`src/rtl/mult_types.sv`:
```
// Shared datapath widths for the multiplier subsystem.
package mult_types;
    localparam int width_p = 8;
endpackage

```
`src/rtl/mult_rr_sched_pkg.sv`:
```
// Scheduler types: FSM states, default watchdog limit, index width helper.
package mult_sched_types;
    import mult_types::width_p;

    typedef enum logic [1:0] {
        ST_IDLE,
        ST_ISSUE,
        ST_WAIT,
        ST_RESP
    } sched_state_e;

    localparam int timeout_def_c = 64;
    localparam int prod_w_c      = 2 * width_p;

    function automatic int idx_w(input int n);
        return (n > 1) ? $clog2(n) : 1;
    endfunction
endpackage

```
`src/rtl/mult_rr_sched_rr_pick.sv`:
```
// Combinational round-robin selector: first request at or after ptr,
// found by scanning the request vector concatenated with itself.
module rr_pick #(
    parameter int N  = 4,
    parameter int IW = 2
) (
    input  logic [N-1:0]  req_i,
    input  logic [IW-1:0] ptr_i,
    output logic [N-1:0]  gnt_o,
    output logic [IW-1:0] idx_o,
    output logic          any_o
);
    logic [2*N-1:0] dbl;
    int             pos;

    always_comb begin
        dbl   = {req_i, req_i};
        any_o = 1'b0;
        pos   = 0;
        for (int k = 0; k < 2 * N; k++) begin
            if (!any_o && (k >= int'(ptr_i)) && dbl[k]) begin
                any_o = 1'b1;
                pos   = k;
            end
        end
        if (pos >= N) pos = pos - N;
        idx_o = IW'(pos);
        gnt_o = any_o ? (N'(1) << idx_o) : '0;
    end
endmodule

```
`src/rtl/mult_rr_sched.sv`:
```
// Round-robin scheduler sharing one shift-add multiplier among N_REQ
// requesters, with a watchdog that turns a hung multiplier into an error.
module mult_rr_sched
    import mult_types::*;
    import mult_sched_types::*;
#(
    parameter int N_REQ   = 4,
    parameter int TIMEOUT = timeout_def_c,
    localparam int IW     = idx_w(N_REQ),
    localparam int PW     = 2 * width_p
) (
    input  logic                     clk_i,
    input  logic                     reset_n_i,
    input  logic [N_REQ-1:0]         req_i,
    input  logic [N_REQ*width_p-1:0] multiplicand_i,
    input  logic [N_REQ*width_p-1:0] multiplier_i,
    output logic [N_REQ-1:0]         rsp_valid_o,
    output logic [PW-1:0]            rsp_product_o,
    output logic                     rsp_err_o,
    output logic                     mult_start_o,
    output logic [width_p-1:0]       mult_multiplicand_o,
    output logic [width_p-1:0]       mult_multiplier_o,
    input  logic                     mult_ready_i,
    input  logic                     mult_done_i,
    input  logic [PW-1:0]            mult_product_i,
    output logic                     busy_o,
    output logic [IW-1:0]            grant_idx_o
);
    localparam int CW = $clog2(TIMEOUT) + 1;

    sched_state_e       state_q, state_d;
    logic [IW-1:0]      ptr_q, ptr_d;
    logic [IW-1:0]      gidx_q, gidx_d;
    logic [N_REQ-1:0]   gnt_q, gnt_d;
    logic [width_p-1:0] a_q, a_d;
    logic [width_p-1:0] b_q, b_d;
    logic [PW-1:0]      prod_q, prod_d;
    logic               err_q, err_d;
    logic [N_REQ-1:0]   rsp_q, rsp_d;
    logic               start_q, start_d;
    logic               busy_q, busy_d;
    logic [CW-1:0]      cnt_q, cnt_d;
    logic [CW-1:0]      cnt_inc;

    logic [N_REQ-1:0]   pick_gnt;
    logic [IW-1:0]      pick_idx;
    logic               pick_any;

    rr_pick #(
        .N  (N_REQ),
        .IW (IW)
    ) u_pick (
        .req_i (req_i),
        .ptr_i (ptr_q),
        .gnt_o (pick_gnt),
        .idx_o (pick_idx),
        .any_o (pick_any)
    );

    // Watchdog saturates rather than wrapping back into range.
    assign cnt_inc = (&cnt_q) ? cnt_q : cnt_q + CW'(1);

    always_comb begin
        state_d = state_q;
        ptr_d   = ptr_q;
        gidx_d  = gidx_q;
        gnt_d   = gnt_q;
        a_d     = a_q;
        b_d     = b_q;
        prod_d  = prod_q;
        err_d   = err_q;
        cnt_d   = cnt_q;
        rsp_d   = '0;
        start_d = 1'b0;
        unique case (state_q)
            ST_IDLE: begin
                if (pick_any && mult_ready_i) begin
                    gidx_d  = pick_idx;
                    gnt_d   = pick_gnt;
                    a_d     = multiplicand_i[int'(pick_idx)*width_p +: width_p];
                    b_d     = multiplier_i[int'(pick_idx)*width_p +: width_p];
                    cnt_d   = '0;
                    start_d = 1'b1;
                    state_d = ST_ISSUE;
                end
            end
            ST_ISSUE: begin
                cnt_d   = cnt_inc;
                state_d = ST_WAIT;
            end
            ST_WAIT: begin
                if (mult_done_i) begin
                    prod_d  = mult_product_i;
                    err_d   = 1'b0;
                    rsp_d   = gnt_q;
                    state_d = ST_RESP;
                end else if (cnt_q == CW'(TIMEOUT - 1)) begin
                    prod_d  = '0;
                    err_d   = 1'b1;
                    rsp_d   = gnt_q;
                    state_d = ST_RESP;
                end else begin
                    cnt_d = cnt_inc;
                end
            end
            ST_RESP: begin
                ptr_d   = (gidx_q == IW'(N_REQ - 1)) ? '0 : gidx_q + IW'(1);
                state_d = ST_IDLE;
            end
            default: state_d = ST_IDLE;
        endcase
        busy_d = (state_d != ST_IDLE);
    end

    always_ff @(posedge clk_i or negedge reset_n_i) begin
        if (!reset_n_i) begin
            state_q <= ST_IDLE;
            ptr_q   <= '0;
            gidx_q  <= '0;
            gnt_q   <= '0;
            a_q     <= '0;
            b_q     <= '0;
            prod_q  <= '0;
            err_q   <= 1'b0;
            cnt_q   <= '0;
            rsp_q   <= '0;
            start_q <= 1'b0;
            busy_q  <= 1'b0;
        end else begin
            state_q <= state_d;
            ptr_q   <= ptr_d;
            gidx_q  <= gidx_d;
            gnt_q   <= gnt_d;
            a_q     <= a_d;
            b_q     <= b_d;
            prod_q  <= prod_d;
            err_q   <= err_d;
            cnt_q   <= cnt_d;
            rsp_q   <= rsp_d;
            start_q <= start_d;
            busy_q  <= busy_d;
        end
    end

    assign rsp_valid_o         = rsp_q;
    assign rsp_product_o       = prod_q;
    assign rsp_err_o           = err_q;
    assign mult_start_o        = start_q;
    assign mult_multiplicand_o = a_q;
    assign mult_multiplier_o   = b_q;
    assign busy_o              = busy_q;
    assign grant_idx_o         = gidx_q;
endmodule

```
`config.mk`:
```
export PLATFORM = sky130hd
export DESIGN_NAME = mult_rr_sched
export DESIGN_NICKNAME = d
export VERILOG_FILES = /design/src/rtl/mult_types.sv /design/src/rtl/mult_rr_sched_pkg.sv /design/src/rtl/mult_rr_sched_rr_pick.sv /design/src/rtl/mult_rr_sched.sv
export SDC_FILE = /design/constraint.sdc
export NUM_CORES = 1
export LEC_CHECK = 0
export ABC_AREA = 0
export ABC_CLOCK_PERIOD_IN_PS = 2800
export BUFFER_PORTS_ARGS = -buffer_cell sky130_fd_sc_hd__buf_2
export CORE_ASPECT_RATIO = 1.1
export CORE_UTILIZATION = 52
export CTS_BUF_LIST = sky130_fd_sc_hd__clkbuf_8
export DETAILED_ROUTE_END_ITERATION = 8
export GPL_ROUTABILITY_DRIVEN = 1
export HOLD_SLACK_MARGIN = 0.1
export PLACE_DENSITY = 0.93
export SLEW_MARGIN = 15
export SYNTH_ARGS = -nofsm -noshare
export SYNTH_HDL_FRONTEND = slang
export SYNTH_SLANG_ARGS = --single-unit
```
`constraint.sdc`:
```
create_clock -name clk_i -period 2.8 [get_ports clk_i]
set_input_delay 0.42 -clock clk_i [delete_from_list [all_inputs] [get_ports clk_i]]
set_output_delay 0.42 -clock clk_i [all_outputs]
set_load 0.05 [all_outputs]
```
==> results by group, run 1 <==
Yosys
  • Most common cell in the netlist: dfrtp_1
  • Post-synth EDFFs: 0
  • Top cells by area, synth: dfrtp_1 50%, mux2i_1 11%, o221ai_2 5.9%
  • Gate Count Post-Synth: ~240
  • Syn_area_per_cell: ~12 um^2
  • Synth Flop Type: dfrtp_1
  • Most frequent cells after synthesis: 56 x dfrtp_1, 32 x mux2i_1, 32 x nand2_1
  • YS warnings: 0
  • Ys async rst share: 100%
  • Sequential-to-total area share from yosys stat: approximately 50%
  • Yosys top cell by area: dfrtp_1
  • Synth Cell Area: between 2000 and 3000 um^2
  • #FFs+latches synth: between 50 and 60
  • Top cell type's share of synthesized area: between 40% and 50%
  • Post-Syn Nets: approximately 340
  • Synth cell types: 39

Clock tree
  • H-Tree Depth: 2
  • Setup repair bufs after CTS: 0
  • CTS resizes: 0
  • CTS tree: yes
  • Clk sinks: 56
  • Clock slew at reported path FFs: approximately 0.10 ns
  • Hold-fix buffers at CTS: 0
  • Skew-Pair Late Insertion Delay: approximately 0.3 ns
  • Root cell of the clock tree: clkbuf_8
  • Total CTS buffers: 5
  • CTS Buffer Depth: 2

Die
  • Die width: just over 70 um
  • Initial core utilization: roughly 55%
  • Row Count: 27
  • Total core area: slightly above 5000 um^2
  • Die Y: 79.2 um
  • Die Area: around 5700 um^2
  • IO Count: roughly 130

Detailed routing
  • Starting DRT DRC Count: 115
  • # DRC: 0
  • Final WL: between 6000 and 7000 um
  • Iteration count of the initial detailed-routing pass: 5
  • Routed vias: about 2400
  • DR WL/cell: 15.1 um
  • Final ANT Viol Nets: 0
  • Vias per cell: roughly 5.4

Critical path
  • CP startpoint: ptr_q[0]$_DFFE_PN0N_
  • Critical path launch point type: flip-flop
  • R2r setup slk: between 0.6 and 0.7 ns
  • Worst R2R End: mult_multiplier_o[2]$_DFFE_PN0P_
  • Kind of critical path: flip-flop to flip-flop
  • Crit path arrival time: around 2.4 ns
  • WP data required: a little under 3 ns
  • CP endpoint kind: flip-flop
  • Reg2reg start: ptr_q[0]$_DFFE_PN0N_
  • R2r worst-path depth: 4
  • Worst-path fanout max: 35
  • Crit path capture: mult_multiplier_o[2]$_DFFE_PN0P_

Global route
  • GRT Util Overall: a little under a quarter
  • First-pass GRT wire length: between 10000 and 15000 um
  • Largest net degree at the start of global routing: 43
  • Gr ovfl total: 0
  • Vias in the first global route: 2280
  • Initial antenna violation count: 0

Placement
  • Port buffer count: 128
  • DP HPWL: about 5000 um
  • GPL Wtd Cong: about 0.77
  • DP Area: 3480 um^2

Finish
  • Final instance area: around 3600 um^2
  • Area growth, synth to finish: 26.6%
  • Nets: 464
  • N_diodes: 0
  • Fill cells: 397
  • Share of cells above drive strength 1: 43.2%

Job
  • MaxCap Viol Count: 0

Timing
  • Final setup viols: 0
  • RSZ-0062 raised after global routing: no
  • Final TNS setup: 0 ns
  • Relative slew slack: between 20% and 30%
  • Fin. max-slew vios: 0
  • Fin crit period: roughly 2.2 ns
  • Final Hold Viols: 0
  • Maximum clock frequency: between 400 and 500 MHz
  • Period utilization: 78.1%
  • Clk_skew: roughly 0.0052 ns
  • Actual slew at the worst max-slew pin: around 1.1 ns

Status
  • Status: complete, no violations

Power and ir drop
  • PD cells: around 1200 nW/um^2
  • Worst IR drop on VDD: approximately 0.00062 V
  • Leak Pwr: ~1.9 nW

Min path
  • Hold/Removal Path Class: primary input to asynchronous set/reset pin
==> how the worst min path moves through the flow <==
stage / from / endpoint
floorplan: reset_n_i / busy_o$_DFF_PN0_
global placement: gnt_q[2]$_DFFE_PN0P_ / gnt_q[2]$_DFFE_PN0P_
detailed placement: gnt_q[2]$_DFFE_PN0P_ / gnt_q[2]$_DFFE_PN0P_
CTS: reset_n_i / rsp_product_o[12]$_DFFE_PN0P_
global route: reset_n_i / cnt_q[2]$_DFFE_PN0P_
finish: reset_n_i / cnt_q[2]$_DFFE_PN0P_
==> registers in the layout, summed over array words and instances (netlist names) <==
register             count
rsp_product_o           16
mult_multiplicand_o      8
mult_multiplier_o        8
cnt_q                    7
gnt_q                    4
rsp_valid_o              4
grant_idx_o              2
ptr_q                    2
state_q                  2
busy_o                   1
mult_start_o             1
rsp_err_o                1
==> where the power goes <==
part           total (mW)  switching, mW  internal [mW]  leakage [nW]
Sequential           1.33          0.202           1.12         0.714
Combinational        2.37           1.65          0.728          1.11
Clock               0.455          0.270          0.185        0.0491
Total                4.16           2.12           2.04          1.87
==> layout make-up <==
type                            instances  area, um^2  area share, %
Inverter                                7        26.3          0.736
Multi-Input combinational cell        167        1290           36.1
Sequential cell                        56        1400           39.2
Timing Repair Buffer                  132         671           18.8
Clock inverter                          3        26.3          0.736
Tap cell                               72        90.1           2.52
Clock buffer                            5        68.8           1.93
==> layout by cell type (no fill, tap or decap), types with 2 or more instances in the layout <==
cell      netlist  layout
a21oi_1         6       6
a22o_1         16      16
and3_1          3       3
buf_2           3     128
buf_4           1       4
clkbuf_8        0       5
dfrtp_1        56      56
ha_1            7       7
inv_1           6       6
inv_6           0       2
mux2i_1        32      32
nand2_1        32      32
nand3_1         5       5
nor2_1          6       6
nor2b_1         8       8
o21a_1          2       2
o21ai_0         2       2
o21ai_1        12      12
o221ai_1        6       6
o221ai_2       11      11
o31ai_1         3       3
or2_1           2       2
==> per-layer routing <==
layer / vias up / track usage [%] / share of wire, %
met5: - / 0 / 0
met4: 0 / 6.27 / 0.76
met3: 4 / 3.43 / 3.4
li1: 1144 / - / -
met1: 1166 / 28.9 / 42
met2: 61 / 41.5 / 54
==> through the flow <==
step	power, mW	cells	util (%)	setup slack [ns]	hold slack [ns]
global placement	3.64	434	68.1	0.557	0.444
CTS	4.18	442	70.0	0.632	0.259
finish	4.16	442	70.0	0.614	0.233
detailed placement	3.72	434	68.1	0.468	0.465
global route	4.39	442	70.0	0.515	0.316
floorplan	3.20	243	-	1.05	0.124
==> worst max-delay path, cell delays in order (launching register included) <==
cell,delay (ns)
dfrtp_1,0.44
nor2b_1,0.23
o31a_2,0.89
mux2i_1,0.33
o221ai_1,0.15
==> logic make-up after synthesis <==
group           synth area share, %
simple gates                   10.2
flops                          49.7
fa+ha+maj                      3.11
mux                            11.8
compound gates                 20.3
buf+inv                        4.97
Note: power is estimated with default switching activity, not from simulation.
==> inputs of run 2 (changes only) <==
--- a/config.mk
+++ b/config.mk
@@ -5,16 +5,16 @@
 export SDC_FILE = /design/constraint.sdc
 export NUM_CORES = 1
 export LEC_CHECK = 0
-export ABC_AREA = 0
-export ABC_CLOCK_PERIOD_IN_PS = 2800
+export ABC_AREA = 1
+export ABC_CLOCK_PERIOD_IN_PS = 2029
 export BUFFER_PORTS_ARGS = -buffer_cell sky130_fd_sc_hd__buf_2
 export CORE_ASPECT_RATIO = 1.1
-export CORE_UTILIZATION = 52
+export CORE_UTILIZATION = 50
 export CTS_BUF_LIST = sky130_fd_sc_hd__clkbuf_8
 export DETAILED_ROUTE_END_ITERATION = 8
 export GPL_ROUTABILITY_DRIVEN = 1
 export HOLD_SLACK_MARGIN = 0.1
-export PLACE_DENSITY = 0.93
+export PLACE_DENSITY = 0.88
 export SLEW_MARGIN = 15
 export SYNTH_ARGS = -nofsm -noshare
 export SYNTH_HDL_FRONTEND = slang
==> constraint.sdc (replaced) <==
create_clock -name clk_i -period 2.03 [get_ports clk_i]
set_input_delay 0.3045 -clock clk_i [delete_from_list [all_inputs] [get_ports clk_i]]
set_output_delay 0.3045 -clock clk_i [all_outputs]
set_load 0.05 [all_outputs]
==> results by group, run 2 <==
Yosys
  • Sequential-to-total area share from yosys stat: 44.4% (was 49.7%)
  • Synth Flop Type: dfrtp_1 (unchanged)
  • Ys async rst share: 100% (unchanged)
  • Synth cell types: 37 (was 39)
  • Yosys top cell by area: dfrtp_1 (unchanged)
  • Synth Cell Area: 3150 um^2 (was 2820 um^2)
  • Syn_area_per_cell: 7.91 um^2 (was 11.6 um^2)
  • Post-synth EDFFs: 0 (unchanged)
  • Most common cell in the netlist: nand2_1 (was dfrtp_1)
  • Top cell type's share of synthesized area: 44.4% (was 49.7%)
  • Most frequent cells after synthesis: 107 x nand2_1, 62 x inv_1, 62 x nand3_1 (was 56 x dfrtp_1, 32 x mux2i_1, 32 x nand2_1)
  • YS warnings: 0 (unchanged)
  • #FFs+latches synth: 56 (unchanged)
  • Top cells by area, synth: dfrtp_1 44%, nand2_1 13%, nand3_1 9.8% (was dfrtp_1 50%, mux2i_1 11%, o221ai_2 5.9%)
  • Post-Syn Nets: 494 (was 338)
  • Gate Count Post-Synth: 399 (was 243)

Critical path
  • Kind of critical path: flip-flop to flip-flop (unchanged)
  • Critical path launch point type: flip-flop (unchanged)
  • CP endpoint kind: flip-flop (unchanged)
  • WP data required: 2.24 ns (was 2.96 ns)
  • Crit path arrival time: 2.07 ns (was 2.35 ns)
  • Worst-path fanout max: 8 (was 35)

Detailed routing
  • Vias per cell: 5.10 (was 5.37)
  • Starting DRT DRC Count: 142 (was 115)
  • Final ANT Viol Nets: 0 (unchanged)
  • Iteration count of the initial detailed-routing pass: 4 (was 5)
  • Routed vias: 3103 (was 2375)
  • Final WL: 7890 um (was 6670 um)
  • # DRC: 0 (unchanged)
  • DR WL/cell: 13.0 um (was 15.1 um)

Die
  • Row Count: 29 (was 27)
  • Total core area: 5910 um^2 (was 5100 um^2)
  • Die Y: 85.3 um (was 79.2 um)
  • IO Count: 129 (unchanged)
  • Die width: 77.7 um (was 72.2 um)
  • Initial core utilization: 53.3% (was 55.3%)
  • Die Area: 6630 um^2 (was 5720 um^2)

Timing
  • Period utilization: 91.4% (was 78.1%)
  • Clk_skew: 0.0111 ns (was 0.00523 ns)
  • Fin. max-slew vios: 0 (unchanged)
  • Final Hold Viols: 0 (unchanged)
  • Fin crit period: 1.86 ns (was 2.19 ns)
  • RSZ-0062 raised after global routing: no (unchanged)
  • Maximum clock frequency: 539 MHz (was 457 MHz)
  • Relative slew slack: 57.5% (was 29.1%)
  • Actual slew at the worst max-slew pin: 0.638 ns (was 1.06 ns)
  • Final TNS setup: 0 ns (unchanged)
  • Final setup viols: 0 (unchanged)

Finish
  • Share of cells above drive strength 1: 33.3% (was 43.2%)
  • Commonest cells after routing, fill and taps aside: 128 x buf_2, 107 x nand2_1, 62 x nand3_1 (was 128 x buf_2, 56 x dfrtp_1, 32 x nand2_1, 32 x mux2i_1, 16 x a22o_1)
  • Nets: 625 (was 464)
  • Fill cells: 522 (was 397)
  • N_diodes: 0 (unchanged)
  • Commonest non-fill, non-tap cell in the layout: buf_2 (unchanged)
  • Max FFs per register: 16 (unchanged)
  • Final non-filler cell total: 608 (was 442)
  • Area growth, synth to finish: 25.7% (was 26.6%)
  • Post-Route Utilization: 67.0% (was 70.0%)

Placement
  • Post-Place Cells: 597 (was 434)
  • GPL Wtd Cong: 0.844 (was 0.772)
  • DP HPWL: 5990 um (was 5020 um)
  • Port buffer count: 128 (unchanged)

Clock tree
  • Clock slew at reported path FFs: 0.11 ns (was 0.10 ns)
  • Skew-Pair Late Insertion Delay: 0.31 ns (was 0.30 ns)
  • CTS tree: yes (unchanged)
  • CTS Buffer Depth: 2 (unchanged)
  • Root cell of the clock tree: clkbuf_8 (unchanged)
  • Clk sinks: 56 (unchanged)
  • H-Tree Depth: 2 (unchanged)
  • Total CTS buffers: 5 (unchanged)

Global route
  • First-pass GRT wire length: 12600 um (was 10400 um)
  • Vias in the first global route: 2845 (was 2280)
  • Gr ovfl total: 0 (unchanged)
  • GRT Util Overall: 23.8% (was 23.2%)
  • Initial antenna violation count: 0 (unchanged)
  • Largest net degree at the start of global routing: 39 (was 43)

Power and ir drop
  • Worst IR drop on VDD: 0.000761 V (was 0.000616 V)
  • PD cells: 1480 nW/um^2 (was 1160 nW/um^2)
  • Leak Pwr: 2.33 nW (was 1.87 nW)
  • Pwr Total: 5.87 mW (was 4.16 mW)

Job
  • MaxCap Viol Count: 0 (unchanged)

Status
  • Status: complete, no violations (unchanged)

Min path
  • Hold/Removal Path Class: primary input to flip-flop (was primary input to asynchronous set/reset pin)
[run 2: cell count changes after synthesis, moves of 4 or more]
cell	delta
nand3_1	+57
nand3_2	+4
nor2b_1	-8
mux2i_1	-32
o21ai_1	-12
nand2_1	+75
o221ai_1	-6
or2_0	+5
or2_2	+13
inv_1	+56
o221ai_2	-11
nor2_1	+8
[run 2: logic make-up (layout without fill, tap and decap cells)]
| family | after synthesis | count (layout) | share of synthesized area (%) |
|---|---|---|---|
| compound gates | 28 | 28 | 6.98 |
| xor+xnor | 1 | 1 | 0.278 |
| fa+ha+maj | 7 | 7 | 2.78 |
| buf+inv | 82 | 214 | 11.6 |
| flops | 56 | 56 | 44.4 |
| simple gates | 225 | 225 | 33.9 |
[run 2: timing repair]
item	in CTS	in global routing
buffers inserted	0	2
resized for setup	0	1
hold buffers	1	0
endpoints found under the hold margin	27	0
setup endpoints to repair	0	7
[run 2: path summary, 6_finish.rpt]
path	cells past startpoint	endpoint	slack [ns]	start
worst min register to register	2	mult_multiplier_o[1]$_DFFE_PN0P_	0.48	mult_multiplier_o[1]$_DFFE_PN0P_
worst max-delay path	8	cnt_q[3]$_DFFE_PN0P_	0.17	state_q[0]$_DFF_PN0_
worst max register to register	8	cnt_q[3]$_DFFE_PN0P_	0.17	state_q[0]$_DFF_PN0_
min in group asynchronous	2	state_q[1]$_DFF_PN0_	0.53	reset_n_i
worst min-delay path	2	rsp_product_o[12]$_DFFE_PN0P_	0.21	mult_product_i[12]
max in group asynchronous	3	mult_multiplier_o[7]$_DFFE_PN0P_	0.83	reset_n_i
[run 2: cell type report]
cell class	instances	area, um^2	area share, %
Clock inverter	3	25.0	0.631
Tap cell	77	96.3	2.43
Clock buffer	5	68.8	1.74
Sequential cell	56	1400	35.4
Multi-Input combinational cell	261	1390	35.0
Timing Repair Buffer	140	733	18.5
Inverter	66	253	6.38
[run 2: stage by stage]
step | setup WS [ns] | hold slack [ns] | area, um^2
after floorplan | 0.371 | 0.00891 | 3150
after global placement | 0.240 | 0.353 | 3840
after detailed placement | 0.0995 | 0.362 | 3840
after CTS | 0.0554 | 0.198 | 3950
after global routing | 0.0327 | 0.202 | 3960
final | 0.174 | 0.209 | 3960
[run 2: routing by layer]
layer	part of all wire [%]	track usage, %	vias to the layer above
met5	0	0	-
met4	3.0	11.7	0
met3	5.2	3.33	23
met2	50	40.5	113
met1	42	29.7	1448
li1	-	-	1519
[run 2: power by group]
part / internal [mW] / total (mW) / leakage, nW / switching (mW)
clock: 0.252 / 0.634 / 0.0452 / 0.381
combinational: 0.977 / 3.40 / 1.57 / 2.43
sequential: 1.56 / 1.83 / 0.713 / 0.267
total: 2.79 / 5.87 / 2.33 / 3.08
[run 2: critical path, cell delays in order, from the launching register on]
cell	delay (ns)
dfrtp_1	0.42
inv_1	0.11
ha_1	0.35
inv_2	0.10
nor3_1	0.37
nor3_4	0.12
buf_4	0.17
nand3_1	0.07
nand2_1	0.06
==> inputs of run 3 (changes only) <==
--- a/config.mk
+++ b/config.mk
@@ -5,16 +5,16 @@
 export SDC_FILE = /design/constraint.sdc
 export NUM_CORES = 1
 export LEC_CHECK = 0
-export ABC_AREA = 1
+export ABC_AREA = 0
 export ABC_CLOCK_PERIOD_IN_PS = 2029
 export BUFFER_PORTS_ARGS = -buffer_cell sky130_fd_sc_hd__buf_2
 export CORE_ASPECT_RATIO = 1.1
-export CORE_UTILIZATION = 50
+export CORE_UTILIZATION = 48
 export CTS_BUF_LIST = sky130_fd_sc_hd__clkbuf_8
 export DETAILED_ROUTE_END_ITERATION = 8
 export GPL_ROUTABILITY_DRIVEN = 1
 export HOLD_SLACK_MARGIN = 0.1
-export PLACE_DENSITY = 0.88
+export PLACE_DENSITY = 0.87
 export SLEW_MARGIN = 15
 export SYNTH_ARGS = -nofsm -noshare
 export SYNTH_HDL_FRONTEND = slang
==> results by group, run 3 (same netlist as run 1, synthesis figures left out) <==
Detailed routing
  • DR WL/cell: 14.5 um (was 13.0 um)
  • Starting DRT DRC Count: 131 (was 142)
  • Final ANT Viol Nets: 0 (unchanged)
  • # DRC: 0 (unchanged)
  • Vias per cell: 5.31 (was 5.10)
  • Final WL: 6480 um (was 7890 um)
  • Routed vias: 2381 (was 3103)
  • Iteration count of the initial detailed-routing pass: 4 (unchanged)

Global route
  • GRT Util Overall: 20.7% (was 23.8%)
  • First-pass GRT wire length: 9730 um (was 12600 um)
  • Largest net degree at the start of global routing: 57 (was 39)
  • Gr ovfl total: 0 (unchanged)
  • Initial antenna violation count: 0 (unchanged)
  • Vias in the first global route: 2215 (was 2845)

Die
  • Initial core utilization: 50.9% (was 53.3%)
  • Die Area: 6190 um^2 (was 6630 um^2)
  • Row Count: 28 (was 29)
  • IO Count: 129 (unchanged)
  • Die width: 75.1 um (was 77.7 um)
  • Total core area: 5540 um^2 (was 5910 um^2)
  • Die Y: 82.4 um (was 85.3 um)

Critical path
  • Critical path launch point type: flip-flop (unchanged)
  • Crit path arrival time: 2.08 ns (was 2.07 ns)
  • CP endpoint kind: flip-flop (unchanged)
  • Worst-path fanout max: 8 (unchanged)
  • Kind of critical path: flip-flop to flip-flop (unchanged)
  • WP data required: 2.24 ns (about the same)

Timing
  • Fin Hold WS: 0.115 ns (was 0.209 ns)
  • Final TNS setup: 0 ns (unchanged)
  • Final setup viols: 0 (unchanged)
  • RSZ-0062 raised after global routing: no (unchanged)
  • Actual slew at the worst max-slew pin: 0.692 ns (was 0.638 ns)
  • Final Hold Viols: 0 (unchanged)
  • Maximum clock frequency: 536 MHz (was 539 MHz)
  • Fin. max-slew vios: 0 (unchanged)
  • Fin crit period: 1.87 ns (was 1.86 ns)
  • Relative slew slack: 53.9% (was 57.5%)
  • Period utilization: 91.9% (was 91.4%)
  • Clk_skew: 0.00658 ns (was 0.0111 ns)

Status
  • Status: complete, no violations (unchanged)

Power and ir drop
  • Leak Pwr: 1.89 nW (was 2.33 nW)
  • Worst IR drop on VDD: 0.000862 V (was 0.000761 V)
  • PD cells: 1590 nW/um^2 (was 1480 nW/um^2)

Finish
  • Final instance area: 3620 um^2 (was 3960 um^2)
  • Max FFs per register: 16 (unchanged)
  • Commonest non-fill, non-tap cell in the layout: buf_2 (unchanged)
  • Area growth, synth to finish: 28.3% (was 25.7%)
  • Fill cells: 471 (was 522)
  • Nets: 467 (was 625)
  • Share of cells above drive strength 1: 43.7% (was 33.3%)
  • Commonest cells after routing, fill and taps aside: 128 x buf_2, 56 x dfrtp_1, 32 x nand2_1, 32 x mux2i_1, 16 x a22o_1 (was 128 x buf_2, 107 x nand2_1, 62 x nand3_1)
  • N_diodes: 0 (unchanged)

Clock tree
  • Skew-Pair Late Insertion Delay: 0.30 ns (was 0.31 ns)
  • Hold-fix buffers at CTS: 0 (was 1)
  • Clk sinks: 56 (unchanged)
  • Setup repair bufs after CTS: 0 (unchanged)
  • Clock slew at reported path FFs: 0.10 ns (was 0.11 ns)
  • CTS resizes: 0 (unchanged)
  • H-Tree Depth: 2 (unchanged)
  • Total CTS buffers: 5 (unchanged)
  • CTS tree: yes (unchanged)
  • Root cell of the clock tree: clkbuf_8 (unchanged)
  • CTS Buffer Depth: 2 (unchanged)

Placement
  • DP Area: 3530 um^2 (was 3840 um^2)
  • Port buffer count: 128 (unchanged)
  • GPL Wtd Cong: 0.734 (was 0.844)
  • DP HPWL: 4970 um (was 5990 um)

Job
  • MaxCap Viol Count: 0 (unchanged)

Min path
  • Hold/Removal Path Class: primary input to asynchronous set/reset pin (was primary input to flip-flop)
==> run 3: changes by cell type in the layout (fill, tap and decap cells not counted), moves of 8 or more <==
cell      delta
nand2_1     -75
nand3_1     -57
inv_1       -55
mux2i_1     +32
or2_2       -13
o21ai_1     +12
o221ai_2    +11
nor2_1       -8
nor2b_1      +8
==> run 3: through the flow <==
stage	cells	power (mW)	utilization (%)	worst slack, ns
3_5_place_dp	440	5.18	63.7	0.0988
6_report	448	5.76	65.4	0.164
3_3_place_gp	440	5.08	63.7	0.179
4_1_cts	448	5.80	65.4	0.170
5_1_grt	448	6.08	65.4	0.0683
2_1_floorplan	243	4.42	-	0.282
==> run 3: power by group <==
| group | total [mW] | internal, mW | switching (mW) |
|---|---|---|---|
| Clock | 0.614 | 0.248 | 0.366 |
| Combinational | 3.33 | 1.05 | 2.28 |
| Sequential | 1.82 | 1.55 | 0.268 |
==> run 3: worst max-delay path: stages, from the launching register on <==
cell and delay [ns]:
dfrtp_1 0.41, inv_1 0.10, ha_1 0.26, a21oi_1 0.17, o21a_1 0.24, o21ai_4 0.12, or2_4 0.26, o31ai_1 0.20
==> run 3: routing by layer <==
metal  global-route usage (%)  vias to the layer above  wire, um
met4                     7.92                        0        86
met1                     24.8                     1153      2730
li1                         -                     1156         -
met5                        0                        -         0
met2                     36.7                       63      3460
met3                     4.00                        9       198
==> run 3: worst paths after layout <==
path	from	endpoint	slack, ns	cells past startpoint
hold / removal	reset_n_i	cnt_q[2]$_DFFE_PN0P_	0.12	2
hold reg to reg	gnt_q[1]$_DFFE_PN0P_	gnt_q[1]$_DFFE_PN0P_	0.49	2
setup reg to reg	state_q[0]$_DFF_PN0_	cnt_q[5]$_DFFE_PN0P_	0.16	7
setup / recovery	state_q[0]$_DFF_PN0_	cnt_q[5]$_DFFE_PN0P_	0.16	7
min in group clk_i	mult_product_i[13]	rsp_product_o[13]$_DFFE_PN0P_	0.22	2
max in group asynchronous	reset_n_i	cnt_q[4]$_DFFE_PN0P_	1.46	2
==> run 3: layout make-up <==
cell class | instances | area, um^2 | share of cell area [%]
Sequential cell | 56 | 1400 | 38.7
Multi-Input combinational cell | 167 | 1290 | 35.6
Timing Repair Buffer | 135 | 718 | 19.8
Tap cell | 75 | 93.8 | 2.59
Clock buffer | 5 | 68.8 | 1.90
Inverter | 7 | 26.3 | 0.726
Clock inverter | 3 | 22.5 | 0.622
